$ cat src/rtl/perf_evt_pacer.sv
// perf_evt_pacer: meters multi-bit per-cycle event counts out as single-cycle
// pulses, one per lane per cycle. Each lane keeps its backlog in a saturating
// pending counter and has a sticky overflow flag for counts that were lost.
module perf_evt_pacer #(
  parameter int NumEvents = 8,
  parameter int CntWidth  = 2,
  parameter int PendWidth = 4
) (
  input  logic                          clk_i,
  input  logic                          rst_ni,
  input  logic                          debug_mode_i,
  input  logic                          hold_i,
  input  logic                          clear_i,
  input  logic [NumEvents*CntWidth-1:0] evt_cnt_i,
  output logic [NumEvents-1:0]          evt_o,
  output logic [NumEvents-1:0]          ovf_o,
  output logic                          busy_o
);

  // One bit wider than the wider operand, so pending + input can never wrap.
  localparam int SumWidth = ((PendWidth > CntWidth) ? PendWidth : CntWidth) + 1;
  localparam logic [SumWidth-1:0] PMax =
    {{(SumWidth-PendWidth){1'b0}}, {PendWidth{1'b1}}};

  logic [NumEvents-1:0][PendWidth-1:0] r_pend;
  logic [NumEvents-1:0]                r_evt;
  logic [NumEvents-1:0]                r_ovf;

  logic [NumEvents-1:0][CntWidth-1:0]  w_in;
  logic [NumEvents-1:0][SumWidth-1:0]  w_sum;
  logic [NumEvents-1:0][SumWidth-1:0]  w_nxt;
  logic [NumEvents-1:0][PendWidth-1:0] w_pend_d;
  logic [NumEvents-1:0]                w_evt_d;
  logic [NumEvents-1:0]                w_ovf_d;

  // Per-lane next state: clear beats debug/hold, which beat emission.
  always_comb begin
    w_in     = '0;
    w_sum    = '0;
    w_nxt    = '0;
    w_pend_d = '0;
    w_evt_d  = '0;
    w_ovf_d  = '0;
    for (int e = 0; e < NumEvents; e++) begin
      // New counts are dropped while the core is in debug mode.
      if (debug_mode_i) begin
        w_in[e] = {CntWidth{1'b0}};
      end else begin
        w_in[e] = evt_cnt_i[e*CntWidth +: CntWidth];
      end
      w_sum[e] = SumWidth'(r_pend[e]) + SumWidth'(w_in[e]);

      if (clear_i) begin
        w_evt_d[e] = 1'b0;
        w_nxt[e]   = {SumWidth{1'b0}};
      end else if (debug_mode_i || hold_i) begin
        // Backlog is kept; under hold the input is still accumulated.
        w_evt_d[e] = 1'b0;
        w_nxt[e]   = w_sum[e];
      end else begin
        w_evt_d[e] = (w_sum[e] != {SumWidth{1'b0}});
        w_nxt[e]   = w_sum[e] - {{(SumWidth-1){1'b0}}, w_evt_d[e]};
      end

      // Saturate after the decrement so a full counter emitting one pulse
      // while receiving one count does not flag a loss.
      if (w_nxt[e] > PMax) begin
        w_pend_d[e] = {PendWidth{1'b1}};
      end else begin
        w_pend_d[e] = w_nxt[e][PendWidth-1:0];
      end

      if (clear_i) begin
        w_ovf_d[e] = 1'b0;
      end else begin
        w_ovf_d[e] = r_ovf[e] | (w_nxt[e] > PMax);
      end
    end
  end

  // Lane state registers; asynchronous reset discards all backlog at once.
  always_ff @(posedge clk_i or negedge rst_ni) begin
    if (!rst_ni) begin
      r_pend <= '0;
      r_evt  <= '0;
      r_ovf  <= '0;
    end else begin
      r_pend <= w_pend_d;
      r_evt  <= w_evt_d;
      r_ovf  <= w_ovf_d;
    end
  end

  assign evt_o  = r_evt;
  assign ovf_o  = r_ovf;
  assign busy_o = |r_pend;

endmodule
$ cat config.mk
export PLATFORM = sky130hd
export DESIGN_NAME = perf_evt_pacer
export DESIGN_NICKNAME = d
export VERILOG_FILES = /design/src/rtl/perf_evt_pacer.sv
export SDC_FILE = /design/constraint.sdc
export NUM_CORES = 1
export LEC_CHECK = 0
export ABC_AREA = 1
export BUFFER_PORTS_ARGS = -buffer_cell sky130_fd_sc_hd__clkbuf_2
export CORE_MARGIN = 5
export CORE_UTILIZATION = 54
export CTS_BUF_LIST = sky130_fd_sc_hd__clkbuf_8 sky130_fd_sc_hd__clkbuf_16
export DETAILED_ROUTE_END_ITERATION = 16
export PLACE_DENSITY = 0.82
export SLEW_MARGIN = 30
export SYNTH_ARGS = -nofsm -noshare
export SYNTH_HDL_FRONTEND = slang
export SYNTH_SLANG_ARGS = --single-unit
$ cat constraint.sdc
create_clock -name clk_i -period 2.36 [get_ports clk_i]
set_input_delay 0.59 -clock clk_i [delete_from_list [all_inputs] [get_ports clk_i]]
set_output_delay 0.59 -clock clk_i [all_outputs]
set_load 0.02 [all_outputs]
==> results of run 1 <==
state kept, by name, indices dropped and copies added, names as in the netlist:
signal and cells:
r_pend 32, evt_o 8, ovf_o 8
worst max-delay path: stages:
cell	delay, ns
clkbuf_16	0.15
buf_4	0.14
nor2_4	0.12
ha_4	0.17
inv_2	0.05
fa_2	0.55
inv_2	0.06
nor3_2	0.19
nand3_2	0.15
ha_4	0.21
ha_2	0.17
inv_2	0.07
nor2_4	0.04
nand3_2	0.08
nand2_2	0.08
nand3_4	0.13
nand2_2	0.07
area by class of cell:
class | count | area share [%]
Inverter | 102 | 6.55
Multi-Input combinational cell | 361 | 46.7
Clock inverter | 3 | 0.655
Tap cell | 80 | 1.69
Timing Repair Buffer | 182 | 22.9
Sequential cell | 48 | 20.3
Clock buffer | 5 | 1.16
worst min path at each step:
stage / slack [ns] / start / cells after the start / endpoint
after global placement: 0.46 / ovf_o[7] / 2 / ovf_o[7]
after CTS: 0.40 / rst_ni / 2 / r_pend[14]
after global routing: 0.42 / rst_ni / 2 / r_pend[18]
after detailed placement: 0.47 / ovf_o[2] / 2 / ovf_o[2]
final: 0.36 / rst_ni / 2 / ovf_o[7]
after floorplan: 0.29 / rst_ni / 0 / evt_o[0]
routing by layer:
metal	global-route usage, %	part of all wire [%]
met5	0	0.043
met4	24.8	10
met3	6.28	14
met2	60.6	43
met1	41.6	32
logic make-up (layout without fill, tap and decap cells):
| group | Yosys count | count (layout) | share of synthesized area (%) |
|---|---|---|---|
| buf+inv | 113 | 292 | 12.1 |
| xor+xnor | 8 | 8 | 1.88 |
| fa+ha+maj | 40 | 40 | 15.1 |
| flops | 48 | 48 | 32.3 |
| simple gates | 275 | 275 | 33.6 |
| compound gates | 38 | 38 | 5.11 |
through the flow:
step | utilization (%) | cells | power, mW
finish | 87.6 | 781 | 6.82
global route | 87.6 | 781 | 7.08
CTS | 82.6 | 775 | 5.72
detailed placement | 70.1 | 710 | 3.98
global placement | 70.1 | 710 | 3.85
floorplan | - | 522 | 2.86
where the power goes:
part	leakage [nW]	switching (mW)	internal, mW
Combinational	2.41	2.45	2.32
Sequential	0.640	0.355	1.05
Clock	0.0593	0.343	0.312
timing repair:
action | 4_1_cts | 5_1_grt
setup buffers | 57 | 15
resized for setup | 83 | 83
pin swaps | 67 | 59
endpoints found under the setup margin | 40 | 45
synth_stat cells (all sizes together):
library cell,instances,area [sq um]
clkbuf,4,15.0
xor2,3,26.3
nand4,13,81.3
inv,102,383
a21oi,13,65.1
nand2,136,510
nor4,8,50.1
xnor2,5,43.8
o21ai,25,125
nor2,37,183
dfrtp,48,1200
nand3,70,370
ha,32,400
buf,7,52.5
fa,8,160
nor3,11,55.1
==> impl_metrics.json, run 1 <==
{
  "hold_buffers": 0,
  "leakagePower_nw": 3.11,
  "area_growth_pct": 59.0,
  "final_nets": 761,
  "dp_slack_ns": -0.709,
  "fillers": 277,
  "slew_viol_final": 0,
  "ios": 38,
  "crit_arrival_ns": 3.04,
  "drv_cap": 0,
  "layout_min_cycle_time_ns": 2.82,
  "drive_above_1_share_pct": 49.2,
  "slew_headroom_pct": 54.4,
  "clk_path_buf_depth": 2,
  "cts_tree": "done",
  "rsz0062_at_grt": "true",
  "synth_area_per_cell_sq_um": 7.13,
  "start_kind": "input pin",
  "layout_commonest_cell": "buf_4",
  "rows": 30,
  "grt_max_degree": 49,
  "r2r_end": "r_pend[19]",
  "cts_buffers": 5,
  "holdWs_ns": 0.363,
  "die_h_microns": 93.0,
  "core-area_sq_um": 6760,
  "dr.pass1.iters": 7,
  "vdd.ir_drop.worst_mv": 0.801,
  "cts.clk_slew.worst_paths_ns": 0.10,
  "tightest_slew_ns": 0.684,
  "worst-path-max-fanout": 8,
  "drc": 0,
  "final_cell_mix": "133 x buf_4, 101 x nand2_1, 76 x inv_1",
  "synth_area_sq_um": 3720,
  "synth.distinct_cells": 24,
  "postPlaceCellArea_sq_um": 4730,
  "seqCellArea_sq_um": 1200,
  "gp_congestion": 0.941,
  "drt-initial-drc-count": 802,
  "rrSetupSlack_ns": -0.32,
  "antenna_cells": 0,
  "outcome": "complete, but fails checks",
  "synthCells": 522,
  "hold_violations": 0,
  "violations": "negative setup slack",
  "cp_data_required_time_ns": 2.58,
  "setup_tns_ns": -13.84,
  "clk_latency_ns": 0.33,
  "htreeDepth": 2,
  "criticalPathCategory": "in2reg",
  "start_util_pct": 55.1,
  "grt_pass1_wl_mm": 24.2,
  "clockRootBuffer": "clkbuf_8",
  "fin_crit_sh_pct": 120,
  "hpwl_mm": 7.60,
  "fp.dieW_microns": 93.0,
  "skew_ns": 0.0107,
  "wl_per_cell_microns": 24.0,
  "antenna_found_initial": 1,
  "fin_area_sq_um": 5920,
  "postRouteAntennaNets": 0,
  "port-buffer-count": 37,
  "synthesis.nets": 583,
  "dieArea_sq_um": 8650,
  "synth_seq_cells": 48,
  "routed_wl_mm": 18.8,
  "overflow": 0,
  "grt_usage_pct": 36.0,
  "yosysSeqAreaShare_pct": 32.3,
  "max_freq_ghz": 0.355,
  "grt_pass1_vias": 4929,
  "reg2reg_depth": 12,
  "layout_setup_ws_ns": -0.461,
  "r2r_start": "r_pend[16]",
  "end_kind": "register",
  "clock-sinks": 48,
  "setup_viol": 43,
  "vias": 5237,
  "multiInputGateArea_sq_um": 2770,
  "holdCritPathClass": "in2async",
  "yosysWarnings": 0,
  "vias_per_cell": 6.71,
  "endpoint": "r_pend[9]",
  "power_density_nw_per_um2": 1150,
  "critPathLaunch": "debug_mode_i"
}
Power figures use the tool's default switching activity.
==> run 2: changes to the inputs <==
--- a/config.mk
+++ b/config.mk
@@ -5,7 +5,6 @@
 export SDC_FILE = /design/constraint.sdc
 export NUM_CORES = 1
 export LEC_CHECK = 0
-export ABC_AREA = 1
 export BUFFER_PORTS_ARGS = -buffer_cell sky130_fd_sc_hd__clkbuf_2
 export CORE_MARGIN = 5
 export CORE_UTILIZATION = 54
==> impl_metrics.json, run 2 <==
{
  "ios": 38,
  "worst-path-max-fanout": 6,
  "htreeDepth": 2,
  "layout_setup_ws_ns": -0.527,
  "vias": 3563,
  "hpwl_mm": 7.33,
  "vdd.ir_drop.worst_mv": 0.569,
  "setup_viol": 39,
  "ys.flop_type": "dfrtp_1",
  "area_growth_pct": 49.4,
  "criticalPathCategory": "in2reg",
  "overflow": 0,
  "synthCells": 399,
  "power.share.clock_pct": 10.6,
  "start_util_pct": 56.0,
  "grt_usage_pct": 25.1,
  "yosysMostFrequentCell": "a21oi_1",
  "antenna_cells": 0,
  "skew_ns": 0.00822,
  "gp_congestion": 0.943,
  "drv_cap": 0,
  "end_kind": "register",
  "cts.clk_slew.worst_paths_ns": 0.09,
  "dieArea_sq_um": 8400,
  "synth_area_sq_um": 3600,
  "clock-sinks": 48,
  "yosysTopAreaCell": "dfrtp_1",
  "max_freq_ghz": 0.346,
  "cts_buffers": 5,
  "tightest_slew_ns": 0.701,
  "slew_headroom_pct": 53.2,
  "largest_register": "r_pend",
  "dr.pass1.iters": 5,
  "synth_common_cells": "50 x a21oi_1, 48 x dfrtp_1, 48 x inv_1, 41 x nor2_1, 32 x ha_1",
  "crit_arrival_ns": 3.06,
  "async_flop_share_pct": 100,
  "synth_area_leaders": "dfrtp_1 33%, ha_1 11%, a21oi_1 7.0%",
  "finalNonFillerCells": 608,
  "routed_wl_mm": 11.1,
  "slew_viol_final": 0,
  "grt_pass1_vias": 3629,
  "fillers": 346,
  "multiInputGateArea_sq_um": 2790,
  "port-buffer-count": 37,
  "combPwrFrac_pct": 63.4,
  "dp_slack_ns": -0.979,
  "drt-initial-drc-count": 178,
  "swShare_pct": 40.6,
  "placedCellCount": 567,
  "die_h_microns": 91.6,
  "violations": "negative setup slack",
  "yosysSeqAreaShare_pct": 33.4,
  "outcome": "complete, but fails checks",
  "grt_max_degree": 43,
  "clk_path_buf_depth": 2,
  "core-area_sq_um": 6420,
  "yosysWarnings": 0,
  "synth_top_area_share_pct": 33.4,
  "wl_per_cell_microns": 18.3,
  "vias_per_cell": 5.86,
  "final_nets": 591,
  "clk_latency_ns": 0.31,
  "rsz0062_at_grt": "true",
  "fp.dieW_microns": 91.6,
  "pwr-share-seq_pct": 26.0,
  "synth_seq_cells": 48,
  "antenna_found_initial": 0,
  "largest_register_ffs": 32,
  "synth_area_per_cell_sq_um": 9.02,
  "drive_above_1_share_pct": 47.3,
  "start_kind": "input pin",
  "p_int_mw": 2.87,
  "power_density_nw_per_um2": 898,
  "setup_tns_ns": -13.22,
  "layout_commonest_cell": "buf_4",
  "seqCellArea_sq_um": 1200,
  "drc": 0,
  "leakagePower_nw": 2.62,
  "cts_tree": "done",
  "cp_data_required_time_ns": 2.53,
  "synthesis.nets": 460,
  "hold_buffers": 0,
  "grt_pass1_wl_mm": 17.1,
  "hold_violations": 0,
  "postRouteAntennaNets": 0,
  "synth_edf_count": 0,
  "layout_min_cycle_time_ns": 2.89,
  "final_cell_mix": "88 x buf_4, 48 x dfrtp_1, 42 x inv_1, 42 x a21oi_1, 41 x nor2_1",
  "clockRootBuffer": "clkbuf_8",
  "p_sw_mw": 1.96,
  "rows": 29,
  "holdCritPathClass": "in2async",
  "synth.distinct_cells": 40,
  "fin_crit_sh_pct": 122
}
==> run 2: cell count changes after synthesis, sizes merged, moves of 15 or more <==
| cell | change |
|---|---|
| a21oi | +37 |
| nand3 | -62 |
| inv | -54 |
| o21ai | -15 |
| nand2b | +26 |
| nand2 | -116 |
==> run 2: cell families (layout without fill, tap and decap cells) <==
family / count (synthesis) / count (layout) / share of synthesized area (%)
simple gates: 126 / 126 / 18.1
compound gates: 106 / 106 / 18.8
buf+inv: 61 / 193 / 6.71
flops: 48 / 48 / 33.4
fa+ha+maj: 40 / 40 / 15.6
xor+xnor: 9 / 9 / 4.87
mux: 9 / 9 / 2.54
==> run 2: final cells by class <==
type | instances | share of cell area (%)
tap | 77 | 1.79
clock buffer | 6 | 1.54
timing repair buffer | 137 | 19.0
inverter | 48 | 3.35
multi-input combinational | 290 | 51.9
clock inverter | 2 | 0.140
sequential | 48 | 22.3
==> run 2: power by group through the flow <==
| stage | Combinational (mW) | Sequential, mW | Clock (mW) |
|---|---|---|---|
| 6_report | 3.06 | 1.26 | 0.513 |
| 3_3_place_gp | 2.30 | 1.23 | 0 |
| 5_1_grt | 3.33 | 1.28 | 0.560 |
| 2_1_floorplan | 1.65 | 1.20 | 0 |
| 3_5_place_dp | 2.44 | 1.24 | 0 |
| 4_1_cts | 2.70 | 1.23 | 0.518 |
==> run 2: worst max-delay path, stage by stage <==
cell       delay (ns)
clkbuf_16        0.14
buf_6            0.12
nor2b_4          0.12
ha_4             0.14
inv_2            0.03
fa_2             0.36
nand2b_4         0.17
o21ai_4          0.15
nand3_2          0.11
ha_4             0.18
ha_4             0.14
or3b_4           0.25
mux2i_1          0.20
o32a_1           0.24
a21oi_1          0.10
==> run 2: stage by stage <==
| stage | hold slack [ns] | utilization (%) | power [mW] | cell area, sq um |
|---|---|---|---|---|
| 3_3_place_gp | 0.505 | 72.6 | 3.53 | 4660 |
| 4_1_cts | 0.329 | 78.8 | 4.45 | 5060 |
| 3_5_place_dp | 0.511 | 72.6 | 3.68 | 4660 |
| 5_1_grt | 0.353 | 83.7 | 5.16 | 5380 |
| 2_1_floorplan | 0.294 | - | 2.86 | 3940 |
| 6_report | 0.313 | 83.7 | 4.83 | 5380 |
==> run 2: final timing paths <==
| kind | start | end | slack, ns | depth (start not counted) |
|---|---|---|---|---|
| min reg2reg | ovf_o[6] | ovf_o[6] | 0.52 | 2 |
| max in group asynchronous | rst_ni | ovf_o[0] | 1.42 | 2 |
| max reg2reg | r_pend[8] | r_pend[9] | -0.34 | 12 |
| max | debug_mode_i | r_pend[4] | -0.53 | 15 |
| min | rst_ni | evt_o[6] | 0.31 | 1 |
| min in group clk_i | ovf_o[6] | ovf_o[6] | 0.52 | 2 |
==> run 2: timing repair <==
item / in CTS / in global routing
setup buffers: 19 / 13
resized for setup: 26 / 38
cloned: 1 / 0
setup endpoints to repair: 41 / 42
pin swaps: 29 / 21
==> run 2: per-layer routing <==
layer	vias to the layer above	routed length, microns	GRT usage (%)
li1	1648	-	-
met1	1750	4390	29.9
met2	135	5960	46.2
met3	30	537	4.17
met4	0	257	7.54
met5	-	0	0
==> run 3: changes to the inputs <==
==> constraint.sdc (replaced) <==
create_clock -name clk_i -period 2.36 [get_ports clk_i]
set_input_delay 0 -clock clk_i [delete_from_list [all_inputs] [get_ports clk_i]]
set_output_delay 0 -clock clk_i [all_outputs]
set_load 0.02 [all_outputs]
==> impl_metrics.json, run 3 (synthesis gave the netlist of run 2 again) <==
{
  "outcome": "complete, but fails checks",
  "violations": "negative setup slack",
  "hpwl_mm": 6.90,
  "drt-initial-drc-count": 231,
  "area_growth_pct": 40.4,
  "crit_arrival_ns": 2.92,
  "final_cell_mix": "91 x buf_4, 48 x a21oi_1, 48 x dfrtp_1",
  "swShare_pct": 41.4,
  "grt_pass1_vias": 3694,
  "grt_usage_pct": 25.1,
  "rsz0062_at_grt": "true",
  "fp.dieW_microns": 91.6,
  "pwr-share-seq_pct": 26.3,
  "clockRootBuffer": "clkbuf_8",
  "end_kind": "register",
  "grt_pass1_wl_mm": 17.0,
  "slew_headroom_pct": 57.3,
  "combPwrFrac_pct": 62.1,
  "clock-sinks": 48,
  "rows": 29,
  "antenna_cells": 0,
  "overflow": 0,
  "p_int_mw": 2.72,
  "cp_data_required_time_ns": 2.54,
  "dr.pass1.iters": 5,
  "power_density_nw_per_um2": 917,
  "clk_latency_ns": 0.31,
  "power.share.clock_pct": 11.6,
  "start_kind": "register",
  "vias": 3563,
  "wl_per_cell_microns": 18.4,
  "leakagePower_nw": 2.49,
  "start_util_pct": 56.0,
  "final_nets": 584,
  "vdd.ir_drop.worst_mv": 0.540,
  "largest_register": "r_pend",
  "routed_wl_mm": 11.1,
  "postRouteAntennaNets": 0,
  "skew_ns": 0.00617,
  "fillers": 393,
  "cts.clk_slew.worst_paths_ns": 0.09,
  "fin_crit_sh_pct": 116,
  "gp_congestion": 0.898,
  "layout_min_cycle_time_ns": 2.74,
  "antenna_found_initial": 0,
  "dieArea_sq_um": 8400,
  "max_freq_ghz": 0.365,
  "slew_viol_final": 0,
  "drive_above_1_share_pct": 41.8,
  "cts_tree": "done",
  "core-area_sq_um": 6420,
  "cts_buffers": 5,
  "finalNonFillerCells": 601,
  "setup_viol": 21,
  "worst-path-max-fanout": 4,
  "criticalPathCategory": "reg2reg",
  "placedCellCount": 570,
  "total_power_mw": 4.64,
  "die_h_microns": 91.6,
  "port-buffer-count": 37,
  "layout_commonest_cell": "buf_4",
  "p_sw_mw": 1.92,
  "largest_register_ffs": 32,
  "htreeDepth": 2,
  "drc": 0,
  "holdCritPathClass": "in2reg",
  "layout_setup_ws_ns": -0.378,
  "vias_per_cell": 5.93,
  "tightest_slew_ns": 0.640,
  "grt_max_degree": 49,
  "ios": 38,
  "clk_path_buf_depth": 2,
  "drv_cap": 0,
  "rrSetupSlack_ns": -0.38,
  "hold_violations": 0
}
==> run 3: cell count changes in the layout (fill, tap and decap cells not counted), sizes merged <==
cell         previous run  this run
inv                    50        49
buf                    99        92
clkinvlp                0         1
clkbuf                 44        43
dlygate4sd3             0         1
==> run 3: worst paths after layout <==
check                      startpoint          to  depth (start not counted)
setup / recovery           r_pend[20]  r_pend[23]                         12
hold / removal                clear_i    ovf_o[5]                          3
setup reg to reg           r_pend[20]  r_pend[23]                         12
hold reg to reg              ovf_o[7]    ovf_o[7]                          2
max in group asynchronous      rst_ni   r_pend[4]                          3
min in group asynchronous      rst_ni  r_pend[25]                          3
==> run 3: worst max-delay path: stages, from the launching register on <==
cell and delay, ns:
dfrtp_1 0.41, ha_4 0.16, inv_2 0.03, fa_2 0.37, nand2b_4 0.18, o21ai_4 0.14, nand3_2 0.12, ha_4 0.19
ha_4 0.15, or3b_4 0.23, mux2i_1 0.22, o32a_1 0.30, a21oi_1 0.11
==> run 3: through the flow <==
stage | hold WS, ns | worst slack [ns] | TNS (ns) | instance area, sq um | util (%)
floorplan | -0.296 | -0.117 | -1.71 | 3760 | -
global placement | 0.144 | -0.265 | -7.40 | 4490 | 69.9
detailed placement | 0.148 | -0.398 | -11.91 | 4490 | 69.9
CTS | 0.246 | -0.299 | -3.70 | 4820 | 75.0
global route | 0.261 | -0.450 | -7.76 | 5050 | 78.7
finish | 0.262 | -0.378 | -5.32 | 5050 | 78.7
==> run 3: final cells by class <==
type	instances	area (sq um)	share of cell area [%]
Clock inverter	2	11.3	0.223
Timing Repair Buffer	130	890	17.6
Clock buffer	6	82.6	1.63
Multi-Input combinational cell	290	2590	51.3
Tap cell	77	96.3	1.91
Inverter	48	180	3.56
Sequential cell	48	1200	23.8
==> run 3: per-layer routing <==
| layer | vias up | global-route usage (%) | wire [microns] |
|---|---|---|---|
| li1 | 1621 | - | - |
| met1 | 1764 | 30.1 | 4310 |
| met2 | 152 | 45.4 | 5860 |
| met3 | 26 | 3.52 | 623 |
| met4 | 0 | 9.55 | 280 |
| met5 | - | 0 | 0 |
==> run 3: timing repair <==
action | CTS | global route
gates resized for setup | 31 | 27
hold endpoints to repair | 48 | 0
hold buffers | 1 | 0
setup buffers | 10 | 12
endpoints found under the setup margin | 38 | 40
pin swaps | 15 | 9
gates cloned | 0 | 0
==> run 3: power by group through the flow <==
stage | Sequential, mW | Combinational [mW] | Clock [mW]
after floorplan | 1.20 | 1.44 | 0
after global placement | 1.21 | 2.11 | 0
after detailed placement | 1.22 | 2.23 | 0
after CTS | 1.20 | 2.48 | 0.538
after global routing | 1.24 | 3.12 | 0.570
final | 1.22 | 2.88 | 0.536
